**config.mk**
```make
export PLATFORM = sky130hd
export DESIGN_NAME = fifo_burst_reader
export DESIGN_NICKNAME = d
export VERILOG_FILES = /design/src/rtl/fifo_burst_reader.sv
export SDC_FILE = /design/constraint.sdc
export NUM_CORES = 1
export LEC_CHECK = 0
export ABC_AREA = 0
export CAP_MARGIN = 20
export CORE_UTILIZATION = 55
export DETAILED_ROUTE_END_ITERATION = 8
export GPL_ROUTABILITY_DRIVEN = 0
export HOLD_SLACK_MARGIN = 0.03
export PLACE_DENSITY = 0.79
export SYNTH_ARGS = -nofsm -noshare
export SYNTH_HDL_FRONTEND = slang
export SYNTH_SLANG_ARGS = --single-unit
```
**constraint.sdc**
```tcl
create_clock -name clk -period 3.38 [get_ports clk]
set_input_delay 0.507 -clock clk [delete_from_list [all_inputs] [get_ports clk]]
set_output_delay 0.507 -clock clk [all_outputs]
set_load 0.02 [all_outputs]
```
**src/rtl/fifo_burst_reader.sv**
```systemverilog
// Drains fifo_ctrl through its 1-cycle-latency read port.
// Re-emits the words as a valid/ready stream framed into bursts.
module fifo_burst_reader #(
    parameter int DATA_W      = 32,
    parameter int BURST_LEN   = 16,
    parameter int TIMEOUT_CYC = 64
) (
    input  logic                               clk,
    input  logic                               rst,
    input  logic                               en,
    input  logic                               flush,
    output logic                               fifo_rd_en,
    input  logic [DATA_W-1:0]                  fifo_dout,
    input  logic                               fifo_empty,
    output logic                               m_valid,
    input  logic                               m_ready,
    output logic [DATA_W-1:0]                  m_data,
    output logic                               m_last,
    output logic [$clog2(BURST_LEN+1)-1:0]     beat_idx,
    output logic [15:0]                        bursts_sent
);

    localparam int BW = $clog2(BURST_LEN + 1);
    localparam int IW = $clog2(TIMEOUT_CYC + 2);
    localparam logic [BW-1:0] LAST_IDX = BW'(BURST_LEN - 1);
    localparam logic [IW-1:0] TMO = IW'(TIMEOUT_CYC);
    localparam bit TMO_EN = (TIMEOUT_CYC != 0);

    logic [DATA_W-1:0] mem_q [4];
    logic [DATA_W-1:0] mem_d [4];
    logic [3:0]        mark_q, mark_d;
    logic [1:0]        head_q, head_d;
    logic [1:0]        tail_q, tail_d;
    logic [2:0]        occ_q, occ_d;
    logic              infl_q, infl_d;
    logic [IW-1:0]     idle_q, idle_d;
    logic [BW-1:0]     beat_q, beat_d;
    logic [15:0]       sent_q, sent_d;

    logic at_last_idx;
    logic head_mark;
    logic release_ok;
    logic held;
    logic valid_c;
    logic last_c;
    logic fire;
    logic rd_c;
    logic timeout_hit;
    logic flush_hit;

    // mark_q tags the word that closes a partial burst; it rides with the data
    always_comb begin
        at_last_idx = (beat_q == LAST_IDX);
        head_mark   = mark_q[head_q];
        release_ok  = at_last_idx || (occ_q >= 3'd2) || infl_q || head_mark;
        valid_c     = (occ_q != 3'd0) && release_ok;
        held        = (occ_q != 3'd0) && !release_ok;
        last_c      = valid_c && (at_last_idx || head_mark);
        fire        = valid_c && m_ready;
        rd_c        = en && !fifo_empty
                      && ((occ_q + {2'b00, infl_q}) < 3'd4);
        timeout_hit = TMO_EN && held && (idle_q == TMO);
        flush_hit   = flush && !infl_q && (occ_q != 3'd0);
    end

    always_comb begin
        mem_d  = mem_q;
        mark_d = mark_q;
        head_d = head_q;
        tail_d = tail_q;
        occ_d  = occ_q + {2'b00, infl_q} - {2'b00, fire};
        infl_d = rd_c;
        idle_d = '0;
        beat_d = beat_q;
        sent_d = sent_q;

        if (fire) begin
            head_d = head_q + 2'd1;
            if (last_c) begin
                beat_d = '0;
                sent_d = sent_q + 16'd1;
            end else begin
                beat_d = beat_q + BW'(1);
            end
        end

        if (flush_hit) begin
            mark_d[tail_q - 2'd1] = 1'b1;
        end
        if (timeout_hit) begin
            mark_d[head_q] = 1'b1;
        end

        // A flush while a read is in flight tags the word that lands now
        if (infl_q) begin
            mem_d[tail_q]  = fifo_dout;
            mark_d[tail_q] = flush;
            tail_d         = tail_q + 2'd1;
        end

        if (held && fifo_empty) begin
            idle_d = (idle_q == TMO) ? idle_q : idle_q + IW'(1);
        end
    end

    always_ff @(posedge clk) begin
        if (rst) begin
            for (int i = 0; i < 4; i++) begin
                mem_q[i] <= '0;
            end
            mark_q <= '0;
            head_q <= '0;
            tail_q <= '0;
            occ_q  <= '0;
            infl_q <= 1'b0;
            idle_q <= '0;
            beat_q <= '0;
            sent_q <= '0;
        end else begin
            mem_q  <= mem_d;
            mark_q <= mark_d;
            head_q <= head_d;
            tail_q <= tail_d;
            occ_q  <= occ_d;
            infl_q <= infl_d;
            idle_q <= idle_d;
            beat_q <= beat_d;
            sent_q <= sent_d;
        end
    end

    always_comb begin
        fifo_rd_en  = rd_c;
        m_valid     = valid_c;
        m_last      = last_c;
        m_data      = valid_c ? mem_q[head_q] : '0;
        beat_idx    = beat_q;
        bursts_sent = sent_q;
    end

endmodule

```
==> results.toml <==
[sta]
fmax_mhz = 311.0
slew-limit-headroom_pct = 46.07
finalHoldViolations = 0
finalSetupViolations = 0
setup-tns-final_ps = 0
final.period_utilization_pct = 95.13
fin_hold_ws_ps = 452.3
final.min_clock_period_ps = 3215
rsz0062_at_grt = "false"
skew_ps = 6.730
worst_pin_slew_ps = 801.5
drv_slew = 0

[critical_path]
worst_r2r_startpoint = "beat_idx[0]$_SDFFE_PP0N_"
crit_top_cell = "sky130_fd_sc_hd__ha_1"
critical_path.slowest_cell = "sky130_fd_sc_hd__clkdlybuf4s50_1"
timing.reg2reg.worst_path_depth = 11
worst_setup_path_end_kind = "output pin"
kind_of_critical_path = "flip-flop to output pin"
cpPeakStageDelay_ps = 590
critical_path.n_buffers_inverters = 3
cell_family_with_the_largest_share_of_critical_path_delay = "buffers and inverters"
worst_setup_path_start_kind = "flip-flop"
timing.critical_path.arrival_ps = 2710
cp_max_fo = 17
timing.reg2reg.setup_slack_ps = 760
r2r-end = "occ_q[2]$_SDFF_PP0_"
worst-endpoint-required_ps = 2870
crit_path_cell_trace = "ha_1 -> and3_1 -> ha_1 -> nor2b_1 -> a22o_1 -> a21o_4 -> buf_12 -> inv_1 -> clkdlybuf4s50_1"

[cts]
cts_inserted_buffers = 17
worstSkewPairLatency_ps = 430
clock_sink_count = 168
cts_htree_levels = 4
cts.reportedPaths.clkPinSlew_ps = 60
cts-root-buf = "sky130_fd_sc_hd__clkbuf_16"
clockBufferDepth = 2
cts_setup_buffers = 0
tritoncts = "done"

[yosys]
synth-async-reset-ratio_pct = 0
synth-edff-count = 0
postSynthNetCount = 939
post_synthesis_sequential_area_ratio_pct = 44.96
synth_warnings = 0
postSynth.topFlopCell = "sky130_fd_sc_hd__dfxtp_1"
post_synth_instance_area_um2 = 7480
cells_after_synthesis = 884
synth_cell_type_count = 40
ys_top_cells_by_area = "sky130_fd_sc_hd__dfxtp_1 (45%), sky130_fd_sc_hd__nand2_1 (13%), sky130_fd_sc_hd__a21oi_1 (9.6%)"
synth_seq_cells = 168
average_footprint_of_a_synthesized_cell_um2 = 8.461
post-synth-top-area-cell = "sky130_fd_sc_hd__dfxtp_1"
synthDominantCellAreaShare_pct = 44.96

[global_routing]
grt_overflow = 0
groute.layer.met1.usage_pct = 34.18
grtUsageMet3_pct = 5.743
first_global_vias = 5809
grt_pass1_wl_um = 28900
grt_most_used_layer = "met2"
track_usage_pct = 26.03
grt_antenna_before_repair = 0
pin_count_of_the_biggest_net_entering_global_routing = 74
grt.met2_usage_pct = 42.84

[power_and_ir_drop]
ir_worst_vdd_uv = 339.7
p_per_area_nw_per_um2 = 461.2
static-leakage-power_uw = 0.003224

[die]
placementRows = 42
dieHeight_um = 118.6
chipWidth_um = 118.6
top_level_ports = 94
floorplan.initialDensity_pct = 56.48
core-area_um2 = 13240
dieArea_um2 = 14070

[placed_design]
dp_cells = 1107
detailed_placement_hpwl_um = 10780
io_buffers = 93
postPlaceCellArea_um2 = 8533

[hold_path]
hold_path_depth = 2
startpoint_of_the_worst_hold_path = "mem_q[15]$_SDFFE_PP0P_"
timing.hold.worst.class = "flip-flop to flip-flop"
hold-path-endpoint = "mem_q[15]$_SDFFE_PP0P_"

[detailed_routing]
1st_iter_drt_viols = 494
vias_per_cell = 5.570
dr.pass1.iters = 5
routedWlPerCell_um = 15.75
finalWirelength_um = 17940
vias = 6344
detail-route-antenna-nets = 0
drc = 0

[layout]
nets_final = 1005
final_core_utilization_pct = 69.19
fill_cells = 1060
area_grow_syn2layout_pct = 22.50
finalInstanceArea_um2 = 9163
final_layout_size_suffix_gt1_share_pct = 9.346
diodes = 0
finalNonFillerCells = 1139

[run]
max-cap-violations = 0

[status]
outcome = "finished clean"
cell type report:
class | instances | area, um^2 | share of cell area, %
multi-input cells | 637 | 3806 | 41.54
flip-flops and latches | 168 | 3366 | 36.73
repair buffers | 112 | 1132 | 12.36
clock buffers | 22 | 494.2 | 5.394
well taps | 176 | 220.2 | 2.403
clock inverters | 10 | 91.34 | 0.9969
inverters | 14 | 52.55 | 0.5735
worst max-delay path by stage:
stage	start	end	cells past startpoint
2_1_floorplan	beat_idx[0]$_SDFFE_PP0N_	m_data[0]	8
3_3_place_gp	beat_idx[0]$_SDFFE_PP0N_	m_data[19]	9
3_5_place_dp	beat_idx[0]$_SDFFE_PP0N_	m_data[8]	9
4_1_cts	beat_idx[0]$_SDFFE_PP0N_	m_data[16]	9
5_1_grt	beat_idx[0]$_SDFFE_PP0N_	m_valid	9
6_report	beat_idx[0]$_SDFFE_PP0N_	m_valid	9
registers in the layout (all words and copies together) (netlist names):
register and count:
beat_idx 5, bursts_sent 16, head_q 2, idle_q 7
infl_q 1, mark_q 4, mem_q 128, occ_q 3
tail_q 2
cell families (layout without fill, tap and decap cells):
family | count (synthesis) | after routing | share of synthesized area [%]
fa+ha+maj | 17 | 17 | 2.844
flops | 168 | 168 | 44.96
compound gates | 178 | 178 | 12.68
buf+inv | 79 | 158 | 4.249
simple gates | 390 | 390 | 23.07
xor+xnor | 9 | 9 | 1.054
mux | 43 | 43 | 11.14
cell usage after synthesis, types with 2 or more instances:
cell / n
sky130_fd_sc_hd__nand2b_1: 8
sky130_fd_sc_hd__xor2_1: 3
sky130_fd_sc_hd__or4_1: 9
sky130_fd_sc_hd__inv_1: 14
sky130_fd_sc_hd__nor2_1: 25
sky130_fd_sc_hd__nand4_1: 7
sky130_fd_sc_hd__nor3_1: 4
sky130_fd_sc_hd__nand3_1: 12
sky130_fd_sc_hd__nor2b_1: 38
sky130_fd_sc_hd__mux4_2: 32
sky130_fd_sc_hd__nand2_1: 265
sky130_fd_sc_hd__and4_1: 2
sky130_fd_sc_hd__a21oi_1: 144
sky130_fd_sc_hd__a211oi_1: 8
sky130_fd_sc_hd__ha_1: 17
sky130_fd_sc_hd__nor3b_1: 2
sky130_fd_sc_hd__buf_1: 3
sky130_fd_sc_hd__and2_1: 5
sky130_fd_sc_hd__or3_1: 6
sky130_fd_sc_hd__buf_2: 8
sky130_fd_sc_hd__xnor2_1: 6
sky130_fd_sc_hd__dfxtp_1: 168
sky130_fd_sc_hd__clkbuf_1: 52
sky130_fd_sc_hd__nor4_1: 2
sky130_fd_sc_hd__o21ai_0: 12
sky130_fd_sc_hd__o31ai_1: 9
sky130_fd_sc_hd__and3_1: 2
sky130_fd_sc_hd__mux2i_1: 9
metal layers:
layer	share of wire, %	up-vias
met3	5.6	22
li1	-	3132
met2	50	187
met5	0	-
met1	43	3003
met4	1.5	0
what timing repair did:
item                                    in CTS  in global routing
cloned                                       0                  0
endpoints found under the setup margin      33                 15
endpoints found under the hold margin        0                  0
gates resized for setup                      3                 15
hold buffers                                 0                  0
metrics by stage:
step / setup slack (ps) / power [uW]
after global routing: 30.48 / 4362
after floorplan: 894.0 / 2241
final: 164.7 / 4226
after global placement: 336.1 / 2364
after CTS: 59.50 / 4245
after detailed placement: 255.1 / 2367
cells in the final DEF (no fill, tap or decap), drive strengths merged, types with 2 or more instances in the layout:
master / n
and3: 2
nand2b: 8
xnor2: 6
nor3: 4
nand4: 7
a211oi: 8
inv: 15
nand3: 12
o31ai: 9
nand2: 265
buf: 20
nor3b: 2
dfxtp: 168
mux2: 2
clkbuf: 22
clkinvlp: 2
nor2b: 38
dlymetal6s2s: 15
and2: 5
o21ai: 12
nor2: 25
xor2: 3
or3: 6
clkinv: 6
or4: 9
mux4: 32
a21oi: 145
and4: 2
clkdlybuf4s50: 76
nor4: 2
mux2i: 9
ha: 17
tightest hold or removal path, cell delays in order, from the launching register on:
cell                      delay, ps
sky130_fd_sc_hd__dfxtp_1        310
sky130_fd_sc_hd__nand2_1         50
sky130_fd_sc_hd__a21oi_1         50
power by group:
part / leakage [uW] / internal, uW / switching [uW] / total, uW
combinational: 0.00158 / 126 / 175 / 301
clock: 0.000288 / 1110 / 788 / 1900
sequential: 0.00136 / 2010 / 19.4 / 2030
No activity file was read; power rests on OpenSTA's default activity.
